[config.mk]
export PLATFORM = sky130hd
export DESIGN_NAME = fetch_stage
export DESIGN_NICKNAME = d
export VERILOG_FILES = /design/src/rtl/fetch_stage.sv
export SDC_FILE = /design/constraint.sdc
export NUM_CORES = 1
export LEC_CHECK = 0
export CAP_MARGIN = 40
export CORE_UTILIZATION = 42
export CTS_CLUSTER_DIAMETER = 80
export CTS_CLUSTER_SIZE = 8
export DETAILED_ROUTE_END_ITERATION = 7
export GPL_TIMING_DRIVEN = 0
export HOLD_SLACK_MARGIN = 0.12
export PLACE_DENSITY = 0.7
export SLEW_MARGIN = 5
export SYNTH_ARGS = -nofsm -noshare
export SYNTH_HDL_FRONTEND = slang
export SYNTH_SLANG_ARGS = --single-unit
[constraint.sdc]
create_clock -name clk -period 1.58 [get_ports clk]
set_input_delay 0.237 -clock clk [delete_from_list [all_inputs] [get_ports clk]]
set_output_delay 0.237 -clock clk [all_outputs]
set_load 0.005 [all_outputs]
[src/rtl/fetch_stage.sv]
// Instruction-fetch stage for the MIPS core.
// Owns the PC and issues word fetches over a req/gnt + rvalid handshake, one
// request in flight at most. Returned words land in the IF/ID register, or
// in a one-entry skid buffer when decode is stalled. Redirects squash
// everything younger than the redirecting instruction.
module fetch_stage #(
  parameter logic [31:0] RESET_PC = 32'h0000_0000
) (
  input  logic        clk,
  input  logic        reset_n,
  output logic        imem_req,
  output logic [31:0] imem_addr,
  input  logic        imem_gnt,
  input  logic        imem_rvalid,
  input  logic [31:0] imem_rdata,
  input  logic        redirect_valid,
  input  logic [31:0] redirect_pc,
  input  logic        id_ready,
  output logic        id_valid,
  output logic [31:0] id_instr,
  output logic [31:0] id_pc_plus4,
  output logic [15:0] id_imm16
);

  // FETCH: may request. WAIT: live request in flight. DROP: squashed request in flight.
  localparam logic [1:0] ST_FETCH = 2'd0;
  localparam logic [1:0] ST_WAIT  = 2'd1;
  localparam logic [1:0] ST_DROP  = 2'd2;

  function automatic logic [31:0] pc_inc(input logic [31:0] addr);
    pc_inc = addr + 32'd4;
  endfunction

  logic [1:0]  state_r,         state_nxt_s;
  logic [31:0] pc_r,            pc_nxt_s;
  logic [31:0] fetch_addr_r,    fetch_addr_nxt_s;
  logic        imem_req_r,      imem_req_nxt_s;
  logic        id_valid_r,      id_valid_nxt_s;
  logic [31:0] id_instr_r,      id_instr_nxt_s;
  logic [31:0] id_pc_plus4_r,   id_pc_plus4_nxt_s;
  logic        skid_valid_r,    skid_valid_nxt_s;
  logic [31:0] skid_instr_r,    skid_instr_nxt_s;
  logic [31:0] skid_pc_plus4_r, skid_pc_plus4_nxt_s;

  logic fire_s;
  logic consume_s;

  assign fire_s    = imem_req_r & imem_gnt;
  assign consume_s = id_valid_r & id_ready;

  // Next-state logic: consumption, FSM/response capture, then redirect override.
  always_comb begin
    state_nxt_s         = state_r;
    pc_nxt_s            = pc_r;
    fetch_addr_nxt_s    = fetch_addr_r;
    id_valid_nxt_s      = id_valid_r;
    id_instr_nxt_s      = id_instr_r;
    id_pc_plus4_nxt_s   = id_pc_plus4_r;
    skid_valid_nxt_s    = skid_valid_r;
    skid_instr_nxt_s    = skid_instr_r;
    skid_pc_plus4_nxt_s = skid_pc_plus4_r;

    // Decode takes the IF/ID entry; a waiting skid entry slides forward.
    if (consume_s) begin
      if (skid_valid_r) begin
        id_instr_nxt_s    = skid_instr_r;
        id_pc_plus4_nxt_s = skid_pc_plus4_r;
        skid_valid_nxt_s  = 1'b0;
      end else begin
        id_valid_nxt_s    = 1'b0;
      end
    end else begin
      id_valid_nxt_s = id_valid_r;
    end

    // Requests are only issued with the skid empty, so a response never
    // meets a full skid buffer.
    case (state_r)
      ST_FETCH: begin
        if (fire_s) begin
          state_nxt_s      = ST_WAIT;
          pc_nxt_s         = pc_inc(pc_r);
          fetch_addr_nxt_s = pc_r;
        end else begin
          state_nxt_s = ST_FETCH;
        end
      end
      ST_WAIT: begin
        if (imem_rvalid) begin
          state_nxt_s = ST_FETCH;
          if (!id_valid_r || id_ready) begin
            id_valid_nxt_s    = 1'b1;
            id_instr_nxt_s    = imem_rdata;
            id_pc_plus4_nxt_s = pc_inc(fetch_addr_r);
          end else begin
            skid_valid_nxt_s    = 1'b1;
            skid_instr_nxt_s    = imem_rdata;
            skid_pc_plus4_nxt_s = pc_inc(fetch_addr_r);
          end
        end else begin
          state_nxt_s = ST_WAIT;
        end
      end
      ST_DROP: begin
        if (imem_rvalid) begin
          state_nxt_s = ST_FETCH;
        end else begin
          state_nxt_s = ST_DROP;
        end
      end
      default: begin
        state_nxt_s = ST_FETCH;
      end
    endcase

    // A redirect flushes IF/ID and skid; any request still owed a response
    // must have that response swallowed in DROP.
    if (redirect_valid) begin
      pc_nxt_s         = redirect_pc & 32'hFFFF_FFFC;
      id_valid_nxt_s   = 1'b0;
      skid_valid_nxt_s = 1'b0;
      case (state_r)
        ST_FETCH: state_nxt_s = fire_s ? ST_DROP : ST_FETCH;
        ST_WAIT:  state_nxt_s = imem_rvalid ? ST_FETCH : ST_DROP;
        ST_DROP:  state_nxt_s = imem_rvalid ? ST_FETCH : ST_DROP;
        default:  state_nxt_s = ST_FETCH;
      endcase
    end else begin
      pc_nxt_s = pc_nxt_s;
    end

    imem_req_nxt_s = (state_nxt_s == ST_FETCH) && !skid_valid_nxt_s;
  end

  // State, PC, request and pipeline registers.
  always_ff @(posedge clk or negedge reset_n) begin
    if (!reset_n) begin
      state_r         <= ST_FETCH;
      pc_r            <= RESET_PC;
      fetch_addr_r    <= 32'h0000_0000;
      imem_req_r      <= 1'b0;
      id_valid_r      <= 1'b0;
      id_instr_r      <= 32'h0000_0000;
      id_pc_plus4_r   <= 32'h0000_0000;
      skid_valid_r    <= 1'b0;
      skid_instr_r    <= 32'h0000_0000;
      skid_pc_plus4_r <= 32'h0000_0000;
    end else begin
      state_r         <= state_nxt_s;
      pc_r            <= pc_nxt_s;
      fetch_addr_r    <= fetch_addr_nxt_s;
      imem_req_r      <= imem_req_nxt_s;
      id_valid_r      <= id_valid_nxt_s;
      id_instr_r      <= id_instr_nxt_s;
      id_pc_plus4_r   <= id_pc_plus4_nxt_s;
      skid_valid_r    <= skid_valid_nxt_s;
      skid_instr_r    <= skid_instr_nxt_s;
      skid_pc_plus4_r <= skid_pc_plus4_nxt_s;
    end
  end

  assign imem_req    = imem_req_r;
  assign imem_addr   = pc_r;
  assign id_valid    = id_valid_r;
  assign id_instr    = id_instr_r;
  assign id_pc_plus4 = id_pc_plus4_r;
  assign id_imm16    = id_instr_r[15:0];

endmodule

==> results of run 1 <==
[cell families after synthesis]
group	after synthesis	synth area share (%)
AO/OA/AOI/OAI	124	7.02
XOR/XNOR	57	5.61
adder cells (fa/ha/maj)	6	0.844
buffers and inverters	68	3.94
flip-flops	191	53.8
multiplexers	103	12.5
other	1	0.0422
AND/OR/NAND/NOR	314	16.3
[cell usage after synthesis (2+ instances only)]
master,number,share of area [%]
and3_1,8,0.56
and3b_1,2,0.20
nor4_4,3,0.72
a21oi_1,26,1.5
nor3_2,3,0.34
clkbuf_1,24,1.0
o21ai_0,74,4.2
nand4_1,22,1.5
buf_4,21,1.8
ha_1,6,0.84
buf_2,13,0.73
and4_1,2,0.20
mux2_2,62,7.9
inv_1,7,0.30
nand2_1,190,8.0
dfrtp_1,191,54
nand3_1,28,1.6
and2_1,5,0.35
nor2_1,36,1.5
buf_1,3,0.13
mux2i_1,41,4.6
xnor2_1,10,0.99
o21ai_1,22,1.2
xor2_1,47,4.6
nor3_1,5,0.28
nor4_1,2,0.14
nand3_2,4,0.45
[state kept, by name (all words and copies together) (netlist names)]
signal and cells:
fetch_addr_r 30, state_r 2, skid_pc_plus4_r 30, id_instr 32, imem_req 1, id_valid 1
imem_addr 30, id_pc_plus4 32, skid_valid_r 1, skid_instr_r 32
[metrics by stage]
| stage | cells | TNS (ns) | hold slack [ns] | power (mW) | area (sq um) |
|---|---|---|---|---|---|
| finish | 1439 | -6.14 | 0.224 | 18.4 | 13000 |
| global route | 1439 | -15.50 | 0.245 | 19.4 | 13000 |
| CTS | 1417 | -10.50 | 0.201 | 18.0 | 12500 |
| detailed placement | 1314 | -81.21 | 0.305 | 13.2 | 11100 |
| global placement | 1313 | -1552.95 | 0.459 | 13.0 | 11000 |
| floorplan | 865 | -0.0322 | -0.0586 | 9.87 | 8910 |
[worst register-to-register path, delay by kind of cell (launching register included)]
kind            cells  cell delay, ns
compound gates      1            0.07
xor+xnor            1            0.16
fa+ha+maj           1            0.15
buf+inv             2            0.28
flops               1            0.41
simple gates        3            0.58
[final cells by class]
cell class	count	area share [%]
clock buffers	22	3.64
flip-flops and latches	191	36.9
clock inverters	10	0.806
well taps	270	2.59
plain buffers	61	3.37
multi-input cells	606	32.6
inverters	7	0.202
repair buffers	272	19.9
[worst paths after layout]
path,start,end
worst min register to register,skid_pc_plus4_r[30]$_DFFE_PN0P_,skid_pc_plus4_r[30]$_DFFE_PN0P_
max in group asynchronous,reset_n,fetch_addr_r[21]$_DFFE_PN0N_
worst min-delay path,redirect_valid,imem_addr[9]$_DFFE_PN0P_
worst max register to register,state_r[0]$_DFF_PN0_,imem_addr[29]$_DFFE_PN0P_
worst max-delay path,state_r[0]$_DFF_PN0_,imem_addr[29]$_DFFE_PN0P_
min in group asynchronous,reset_n,id_instr[13]$_DFF_PN0_
[timing repair]
action / 4_1_cts / 5_1_grt
hold endpoints to repair: 96 / 0
pin swaps: 20 / 46
cloned: 1 / 0
resized for setup: 166 / 130
setup buffers: 69 / 23
endpoints found under the setup margin: 244 / 186
hold buffers: 1 / 0
[metal layers]
layer	share of wire [%]	global-route usage, %	vias up	wire length, um
met4	1.8	6.91	0	424
met5	0	0	-	0
met2	49	34.8	240	11700
met3	5.1	4.23	31	1220
li1	-	-	3493	-
met1	44	29.8	3625	10700
[where the power goes]
part / internal (mW) / switching [mW] / total [mW]
Combinational: 3.83 / 2.92 / 6.75
Sequential: 6.28 / 1.13 / 7.41
Clock: 2.32 / 1.88 / 4.20
Total: 12.4 / 5.94 / 18.4
==> results_dict.tcl, run 1 <==
set metrics [dict create \
    yosys.cell_types.count 34 \
    leakage_nw 6.57 \
    placement.setup.worst_slack_ns -0.657 \
    antenna_found_initial 0 \
    pin_count 184 \
    crit_path_cell_trace "inv_2 > ha_4 > nand4_1 > nor3_2 > buf_4 > nand4_1 > xor2_1 > o21ai_1" \
    floorplan_die_height_um 147 \
    vias 7389 \
    synth_flop_cell "dfrtp_1" \
    grt_use_total_pct 21.7 \
    total_of_flip_flops_plus_latches_after_synthesis 191 \
    worst_clk_skew_ns 0.00860 \
    n_fill_cell 1581 \
    post_synth_design_cell_area_sq_mm 0.00889 \
    edff_count_synth 0 \
    syn_to_final_growth_pct 46.6 \
    netlist_instances 864 \
    power_density_mw_per_mm2 1410 \
    clock_sink_count 191 \
    gp_congestion 0.818 \
    critical_path_depth 8 \
    unrepaired_setup_endpoints_after_global_routing "yes" \
    slew_violations 0 \
    tritoncts.num_buffers 17 \
    endpoint_type_of_the_worst_setup_path "flop" \
    grt_overflow_total 0 \
    violations "negative setup slack" \
    cp_data_arrival_time_ns 2.08 \
    cts-htree-levels 4 \
    fin_util_pct 63.6 \
    timing.critical_path.from_type "flop" \
    post_route_antenna_net_violation_count 0 \
    timing.critical_path.required_ns 1.88 \
    post_drt_via_cell_ratio 5.13 \
    slew_headroom_pct 49.6 \
    period_utilisation_layout_pct 113 \
    maximum_resistive_drop_on_vdd_uv 800 \
    crit_type "flop to flop" \
    hold_depth 2 \
    route.detailed.drc 0 \
    cts-root-to-sink-buffers 2 \
    final_net_count 1232 \
    place.detailed.hpwl_um 15500 \
    period_minus_slack_ns 1.78 \
    crit_buf_inv 2 \
    multi_input_area_sq_mm 0.00425 \
    drt_wl_total_um 24100 \
    drv_cap 0 \
    result_of_the_run "finished, violations left" \
    chipWidth_um 147 \
    first_global_vias 7109 \
    clkLatencyLatePin_ns 0.43 \
    layout_setup_ws_ns -0.201 \
    mostFrequentLayoutCell "nand2_1" \
    placement_rows 52 \
    max_stage_delay_ns 0.41 \
    critPathSlowestCell "dfrtp_1" \
    yosysSeqAreaShare_pct 53.8 \
    synth.avg_cell_area_sq_um 10.3 \
    final_hold_viol_count 0 \
    tritoncts "built" \
    worstMarginPinSlew_ns 0.756 \
    maximum_fanout_along_the_worst_path 5 \
    clockRootBuffer "clkbuf_16" \
    start_util_pct 43.4 \
    design.die.area_sq_mm 0.0218 \
    clk_transition_reported_paths_ns 0.07 \
    placement.io_buffers 178 \
    synth_warnings 0 \
    grt_first_pass_wirelength_um 37100 \
    detailedRoute.firstIterationViolations 380 \
    synth_async_sr_flop_share_pct 100 \
    path_common_cell "nand4_1" \
    critical-path-top-delay-family "simple AND/OR/NAND/NOR gates" \
    setup_violations_final 98 \
    dr.pass1.iters 4 \
    pin_count_of_the_biggest_net_entering_global_routing 98 \
    num_antenna_cells 0 \
    hp-class "input port to flop" \
    core_area_sq_mm 0.0205 \
    register_area_sq_mm 0.00482 \
    layout_common_cells "nand2_1 (184), dfrtp_1 (161), buf_4 (112), clkdlybuf4s50_1 (90), mux2_2 (61)" \
    post_route_cells_drive_above_1_share_pct 29.4 \
    detail_route.wl_per_cell_um 16.7 \
    reg2reg_path_depth 8 \
    max_freq_mhz 561 \
    rrSetupSlack_ns -0.20 \
]
Note: power is estimated with default switching activity, not from simulation.
==> inputs of run 2 (changes only) <==
Settings changed: CORE_UTILIZATION 42 to 47, PLACE_DENSITY 0.7 to 0.77, SLEW_MARGIN 5 to default.
==> run 2 against run 1 <==
Against the previous run: the run still ends with negative setup slack left; register-to-register slack hardly changed; die area decreased by 10%; sequential cell count did not move; non-clock buffer count grew 7; sequential share of layout area fell by 0.32 points; clock power is 8.6% higher; clock skew increased by 0.0041 ns; global-route usage grew 2.3 points; critical endpoint is now id_pc_plus4[6]$_DFF_PN0_; highest routed layer unchanged.
==> results_dict.tcl, run 2 (same netlist as run 1, synthesis figures left out) <==
set metrics [dict create \
    result_of_the_run "finished, violations left" \
    violations "negative setup slack" \
    hold_depth 2 \
    final_design_area_no_fill_sq_mm 0.0131 \
    place.detailed.hpwl_um 15100 \
    mostFrequentLayoutCell "nand2_1" \
    core_area_sq_mm 0.0183 \
    power_density_mw_per_mm2 1450 \
    net-switching-power_mw 6.23 \
    timing.critical_path.from_type "flop" \
    cts-htree-levels 4 \
    final_net_count 1241 \
    vias 7648 \
    grt_overflow_total 0 \
    floorplan_die_height_um 140 \
    placement_rows 49 \
    pin_count 184 \
    layout_setup_ws_ns -0.212 \
    intPower_mw 12.8 \
    max_freq_mhz 558 \
    start_util_pct 48.7 \
    design_power_total_mw 19.0 \
    crit_type "flop to flop" \
    n_fill_cell 1218 \
    pin_count_of_the_biggest_net_entering_global_routing 116 \
    antenna_found_initial 0 \
    post_route_antenna_net_violation_count 0 \
    clock_sink_count 191 \
    slew_headroom_pct 59.0 \
    share_comb_of_total_power_pct 36.4 \
    slew_violations 0 \
    final_hold_viol_count 0 \
    worstMarginPinSlew_ns 0.615 \
    clkLatencyLatePin_ns 0.44 \
    route.detailed.drc 0 \
    placed_area_sq_mm 0.0110 \
    period_utilisation_layout_pct 113 \
    post_route_cells_drive_above_1_share_pct 30.1 \
    dr.pass1.iters 6 \
    placement.io_buffers 178 \
    multi_input_area_sq_mm 0.00430 \
    grt_use_total_pct 24.0 \
    design.die.area_sq_mm 0.0195 \
    syn_to_final_growth_pct 47.7 \
    timing.hold.ws_ns 0.199 \
    num_antenna_cells 0 \
    endpoint_type_of_the_worst_setup_path "flop" \
    sw_frac_of_total_pct 32.8 \
    chipWidth_um 140 \
    detail_route.wl_per_cell_um 18.2 \
    share_seq_of_total_power_pct 39.5 \
    setup_violations_final 103 \
    grt_first_pass_wirelength_um 37100 \
    power_frac_clock_pct 24.0 \
    tritoncts.num_buffers 17 \
    cts-root-to-sink-buffers 2 \
    detailedRoute.firstIterationViolations 575 \
    period_minus_slack_ns 1.79 \
    reg2reg_path_depth 8 \
    register_area_sq_mm 0.00481 \
    leakage_nw 6.48 \
    post_drt_via_cell_ratio 5.44 \
    worst_clk_skew_ns 0.0127 \
    gp_congestion 0.824 \
    hp-class "input port to flop" \
    drv_cap 0 \
    clockRootBuffer "clkbuf_16" \
    placement.setup.worst_slack_ns -0.679 \
    drt_wl_total_um 25700 \
    setup_total_negative_slack_ns -9.16 \
    unrepaired_setup_endpoints_after_global_routing "yes" \
    maximum_resistive_drop_on_vdd_uv 916 \
    timing.critical_path.required_ns 1.89 \
    clk_transition_reported_paths_ns 0.07 \
    first_global_vias 7231 \
    tritoncts "built" \
    cp_data_arrival_time_ns 2.10 \
    layout_common_cells "nand2_1 (185), dfrtp_1 (166), buf_4 (122), clkdlybuf4s50_1 (112), mux2_2 (61)" \
    maximum_fanout_along_the_worst_path 10 \
]
==> run 2: cell types whose count changed in the layout (fill, tap and decap cells not counted), sizes merged, moves of 3 or more <==
cell / delta
buf: +10
clkbuf: -6
clkdlybuf4s50: +22
dlygate4sd2: -8
dlymetal6s2s: -14
inv: +3
==> run 2: layout make-up <==
| type | count | area share (%) |
|---|---|---|
| Buffer | 60 | 3.31 |
| Clock buffer | 19 | 3.45 |
| Clock inverter | 13 | 1.33 |
| Inverter | 7 | 0.200 |
| Multi-Input combinational cell | 608 | 32.8 |
| Sequential cell | 191 | 36.6 |
| Tap cell | 229 | 2.18 |
| Timing Repair Buffer | 280 | 20.1 |
==> run 2: power by group through the flow <==
stage                     Clock (mW)  Combinational, mW  Sequential [mW]
after floorplan                    0               2.58             7.29
after global placement             0               5.52             7.45
after detailed placement           0               5.65             7.49
after CTS                       4.58               6.22             7.36
after global routing            4.79               7.45             7.65
final                           4.56               6.91             7.51
==> run 2: stage by stage <==
stage	instances	util [%]
2_1_floorplan	865	-
3_3_place_gp	1272	60.1
3_5_place_dp	1273	60.2
4_1_cts	1363	67.9
5_1_grt	1407	71.9
6_report	1407	71.9
==> run 2: timing repair <==
action                                 4_1_cts  5_1_grt
setup endpoints to repair                  237      209
pin swaps                                   21       26
setup buffers                               55       44
gates resized for setup                    153      115
endpoints found under the hold margin       76        0
hold buffers                                 1        0
cloned                                       2        1
==> run 2: worst max-delay path: stages, from the launching register on <==
cell and delay (ns):
dfrtp_1 0.41, inv_2 0.10, ha_2 0.26, nand2_2 0.15
nor2_4 0.18, buf_6 0.17, buf_6 0.16, nand2_1 0.08
o21ai_0 0.16
==> run 2: per-layer routing <==
metal,wire length (um),GRT usage (%),up-vias
li1,-,-,3511
met1,10900,32.4,3782
met2,12700,39.9,300
met3,1250,3.54,55
met4,765,7.75,0
met5,0,0,-
==> run 2: final timing paths <==
kind | start | end | slack, ns
max | state_r[1]$_DFF_PN0_ | id_pc_plus4[6]$_DFF_PN0_ | -0.21
min | redirect_valid | imem_addr[5]$_DFFE_PN0P_ | 0.20
min reg2reg | skid_pc_plus4_r[28]$_DFFE_PN0P_ | skid_pc_plus4_r[28]$_DFFE_PN0P_ | 0.49
min in group asynchronous | reset_n | id_instr[25]$_DFF_PN0_ | 0.37
max in group asynchronous | reset_n | fetch_addr_r[18]$_DFFE_PN0N_ | 0.22
max reg2reg | state_r[1]$_DFF_PN0_ | id_pc_plus4[6]$_DFF_PN0_ | -0.21
==> inputs of run 3 (changes only) <==
Settings changed: SETUP_SLACK_MARGIN from default to 0.5.
==> run 3 against run 2 <==
Against the previous run: the flow finishes with violations (negative hold slack, negative setup slack); combinational power is 5.2% higher; via count fell by 1.7%; setup slack worse by 0.18 ns; sequential power down 0.8%; clock power increased by 4.4%; worst hold slack got worse by 0.34 ns; clock skew down 0.0059 ns; non-clock buffer count is 4 lower; global-route usage rose by 2.0 points; utilization is 0.73 points lower; fmax decreased by 9.3%; critical path type unchanged; highest routed layer unchanged.
==> results_dict.tcl, run 3 (same netlist as run 1, synthesis figures left out) <==
set metrics [dict create \
    result_of_the_run "finished, violations left" \
    violations "negative hold slack, negative setup slack" \
    final_hold_viol_count 114 \
    tritoncts.num_buffers 17 \
    setup_violations_final 133 \
    layout_common_cells "nand2_1 (180), dfrtp_1 (161), clkdlybuf4s50_1 (107), buf_4 (87)" \
    drv_cap 0 \
    crit_type "flop to flop" \
    clockRootBuffer "clkbuf_16" \
    start_util_pct 48.7 \
    placement.setup.worst_slack_ns -0.414 \
    maximum_resistive_drop_on_vdd_uv 972 \
    design.die.area_sq_mm 0.0195 \
    period_minus_slack_ns 1.98 \
    syn_to_final_growth_pct 46.2 \
    pin_count 184 \
    maximum_fanout_along_the_worst_path 4 \
    fin_util_pct 71.2 \
    mostFrequentLayoutCell "nand2_1" \
    clkLatencyLatePin_ns 0.44 \
    final_net_count 1235 \
    tritoncts "built" \
    layout_setup_ws_ns -0.397 \
    timing.critical_path.from_type "flop" \
    worst_clk_skew_ns 0.00676 \
    post_route_antenna_net_violation_count 0 \
    antenna_found_initial 0 \
    chipWidth_um 140 \
    cts-htree-levels 4 \
    core_area_sq_mm 0.0183 \
    num_antenna_cells 0 \
    route.detailed.drc 0 \
    final_design_area_no_fill_sq_mm 0.0130 \
    floorplan_die_height_um 140 \
    grt_first_pass_wirelength_um 39700 \
    setup_total_negative_slack_ns -15.08 \
    detailedRoute.firstIterationViolations 480 \
    leakage_nw 6.19 \
    period_utilisation_layout_pct 125 \
    post_route_cells_drive_above_1_share_pct 33.2 \
    design_power_total_mw 19.5 \
    post_drt_via_cell_ratio 5.36 \
    drt_wl_total_um 24600 \
    placement.io_buffers 178 \
    timing.critical_path.required_ns 1.88 \
    unrepaired_setup_endpoints_after_global_routing "yes" \
    post-place-cells 1273 \
    pin_count_of_the_biggest_net_entering_global_routing 116 \
    vias 7516 \
    place.detailed.hpwl_um 14900 \
    slew_headroom_pct 40.6 \
    endpoint_type_of_the_worst_setup_path "flop" \
    grt_use_total_pct 25.9 \
    hp-class "input port to asynchronous set/reset pin" \
    first_global_vias 7675 \
    layoutNonFillerInstCount 1401 \
    detail_route.wl_per_cell_um 17.6 \
    max_freq_mhz 506 \
    cts-root-to-sink-buffers 2 \
    dr.pass1.iters 5 \
    grt_overflow_total 0 \
    slew_violations 0 \
    worstMarginPinSlew_ns 0.891 \
    gp_congestion 0.851 \
    placement_rows 49 \
    clock_sink_count 191 \
    cp_data_arrival_time_ns 2.28 \
    clk_transition_reported_paths_ns 0.07 \
    timing.hold.ws_ns -0.143 \
    power_density_mw_per_mm2 1500 \
    n_fill_cell 1238 \
    placed_area_sq_mm 0.0113 \
]
run 3: final timing paths:
check                                                      from                         endpoint  slack (ns)  cells past startpoint
worst max-delay path                       state_r[0]$_DFF_PN0_        imem_addr[13]$_DFFE_PN0P_       -0.40                      9
worst min-delay path                                    reset_n            id_instr[5]$_DFF_PN0_       -0.14                      1
worst max register to register             state_r[0]$_DFF_PN0_        imem_addr[13]$_DFFE_PN0P_       -0.40                      9
worst min register to register  skid_pc_plus4_r[27]$_DFFE_PN0P_  skid_pc_plus4_r[27]$_DFFE_PN0P_        0.49                      2
max in group asynchronous                               reset_n     fetch_addr_r[13]$_DFFE_PN0N_        0.83                      2
min in group clk                                 redirect_valid         imem_addr[5]$_DFFE_PN0P_        0.25                      2
run 3: worst max-delay path: stages, from the launching register on:
cell and delay, ns:
dfrtp_1 0.42, inv_2 0.10, ha_4 0.15, buf_6 0.11, nand3_4 0.08, buf_12 0.14, nor3_4 0.26, nand4_1 0.17
xor2_1 0.27, o21ai_1 0.14
run 3: what timing repair did:
action / CTS / global route
pin swaps: 28 / 18
setup buffers: 88 / 7
endpoints found under the hold margin: 114 / 114
endpoints found under the setup margin: 302 / 303
gates cloned: 1 / 0
resized for setup: 318 / 54
run 3: report_power, final:
group / total, mW / leakage, nW / switching [mW] / internal [mW]
Sequential: 7.45 / 2.42 / 1.17 / 6.27
Clock: 4.76 / 0.314 / 1.90 / 2.86
Combinational: 7.27 / 3.45 / 3.04 / 4.23
run 3: final cells by class:
type / count / area (sq um) / share of cell area, %
timing repair buffer: 275 / 2540 / 19.5
clock buffer: 19 / 443 / 3.41
multi-input combinational: 606 / 4150 / 31.9
sequential: 191 / 4820 / 37.1
tap: 229 / 287 / 2.20
buffer: 61 / 533 / 4.10
inverter: 7 / 26.3 / 0.202
clock inverter: 13 / 210 / 1.62
run 3: routing by layer:
| layer | track usage (%) | vias to the layer above | share of wire [%] | wire (um) |
|---|---|---|---|---|
| met4 | 8.16 | 0 | 2.2 | 535 |
| met3 | 4.61 | 41 | 4.6 | 1120 |
| met1 | 33.8 | 3720 | 43 | 10500 |
| met5 | 0 | - | 0 | 0 |
| li1 | - | 3499 | - | - |
| met2 | 44.0 | 256 | 50 | 12400 |
==> edit (flow settings as in run 2) <==
Reset style: synchronous (`reset_n`), changed in one clocked block.
--- a/src/rtl/fetch_stage.sv
+++ b/src/rtl/fetch_stage.sv
@@ -133,7 +133,7 @@
   end
 
   // State, PC, request and pipeline registers.
-  always_ff @(posedge clk or negedge reset_n) begin
+  always_ff @(posedge clk) begin
     if (!reset_n) begin
       state_r         <= ST_FETCH;
       pc_r            <= RESET_PC;
Function: differs if reset_n is asserted again (counterexample within 4 cycles, from zero or initial values and one cycle with reset_n low); with reset_n held inactive, the same outputs for 4 cycles.
==> edit against run 2 <==
  * The run ends with DRC, setup timing left
  * Setup slack got worse by 0.14 ns
  * Design area up 11%
  * Via count is 43% higher
  * Sequential cell count is the same
  * Wire length is 57% higher
  * Critical path depth is 3 lower
  * Area after synthesis decreased by 2.7%
  * Sequential share of layout area shrank 9.0 points
  * Critical endpoint is now skid_pc_plus4_r[17]
  * Largest cell class is now multi-input combinational cells
  * Highest routed layer unchanged
Power is not compared: it rests on default switching activity, and its combinational part moved more than twofold at a synthesized area within 25%.
==> edit: results (changes against run 2) <==
metric	value	unit	change
grt_pass1_wl	46.1	mm	was 37.1 mm
status	complete, but fails checks		unchanged
n_all_inverters	13		was 7
min-delay-start	redirect_pc[8]		was redirect_valid
critPathTopFamily	simple AND/OR/NAND/NOR gates		was buffers and inverters
netlist_top_cells_count	nand2_1 (238), dfxtp_1 (191), a21oi_1 (84), clkbuf_1 (71), o21ai_0 (66)		was dfrtp_1 (191), nand2_1 (190), o21ai_0 (74), mux2_2 (62), xor2_1 (47)
whs	0.365	ns	was 0.199 ns
grt_pass1_vias	8820		was 7231
drive_above_1_share	0.391		was 0.301
r2r-start	fetch_addr_r[3]		was state_r[1]
nNetsFinal	1462		was 1241
slowest_delay	0.56	ns	was 0.41 ns
netlist_area	8650	um2	was 8890 um2
drt_wl_total	40.3	mm	was 25.7 mm
grt.met1_usage	0.419		was 0.324
yosysUniqueCellTypes	47		was 34
place.gp.congestion	0.902		was 0.824
min_path_cells	3		was 2
nFillCells	926		was 1218
synthArstFlopShare	0		was 1.00
grt_max_degree	17		was 116
wl_met3	4.71	mm	was 1.25 mm
cts_resized	232		was 153
violations	DRC, setup timing		was setup timing
drt_iter0_drc	1569		was 575
synth_seq_area_share	0.442		was 0.538
ys_top_cells_by_area	dfxtp_1 (44%), nand2_1 (10%), a21oi_1 (4.9%), o21ai_0 (3.8%), a311oi_1 (3.5%)		was dfrtp_1 (54%), nand2_1 (8.0%), mux2_2 (7.9%), xor2_1 (4.6%), mux2i_1 (4.6%)
critPathSlowestCell	or4_4		was dfrtp_1
cp.arrival	2.31	ns	was 2.10 ns
r2r_cells	5		was 8
post-place-ws	-0.994	ns	was -0.679 ns
syn_area_per_cell	8.04	um2	was 10.3 um2
setup_slack	-0.356	ns	was -0.212 ns
nonClkBufAreaFrac	0.270		was 0.234
drc	1		was 0
dp_hpwl	19.4	mm	was 15.1 mm
nClkBuffers	21		was 19
finalSetupViolations	168		was 103
seq_share	0.277		was 0.366
first_pass_iters	8		was 6
wl_met1	14.8	mm	was 10.9 mm
portBuffers	179		was 178
## edit: cell types whose count changed after synthesis, sizes merged, moves of 40 or more
cell / delta
clkbuf: +47
nand2: +48
a31oi: +40
a21oi: +58
dfxtp: +191
mux2: -44
dfrtp: -191
## edit: worst register-to-register path: stages (launching register included)
cell and delay (ns):
dfxtp_4 0.40, buf_6 0.11, nand3_2 0.06, or4_4 0.56
nor3_1 0.47, o31a_1 0.26
## edit: power by group
group | total, mW | internal (mW) | switching [mW] | leakage (nW)
combinational | 1.36 | 0.672 | 0.688 | 3.82
sequential | 5.10 | 4.92 | 0.184 | 1.59
clock | 4.44 | 2.36 | 2.08 | 0.282
## edit: cells by family after synthesis
kind of cell    count (synthesis)  share of synthesized area
simple gates                  439                      0.238
compound gates                282                      0.203
flops                         191                      0.442
buf+inv                       114                     0.0586
xor+xnor                       22                     0.0223
mux                            21                     0.0269
fa+ha+maj                       6                    0.00868
other cells                     1                   0.000433
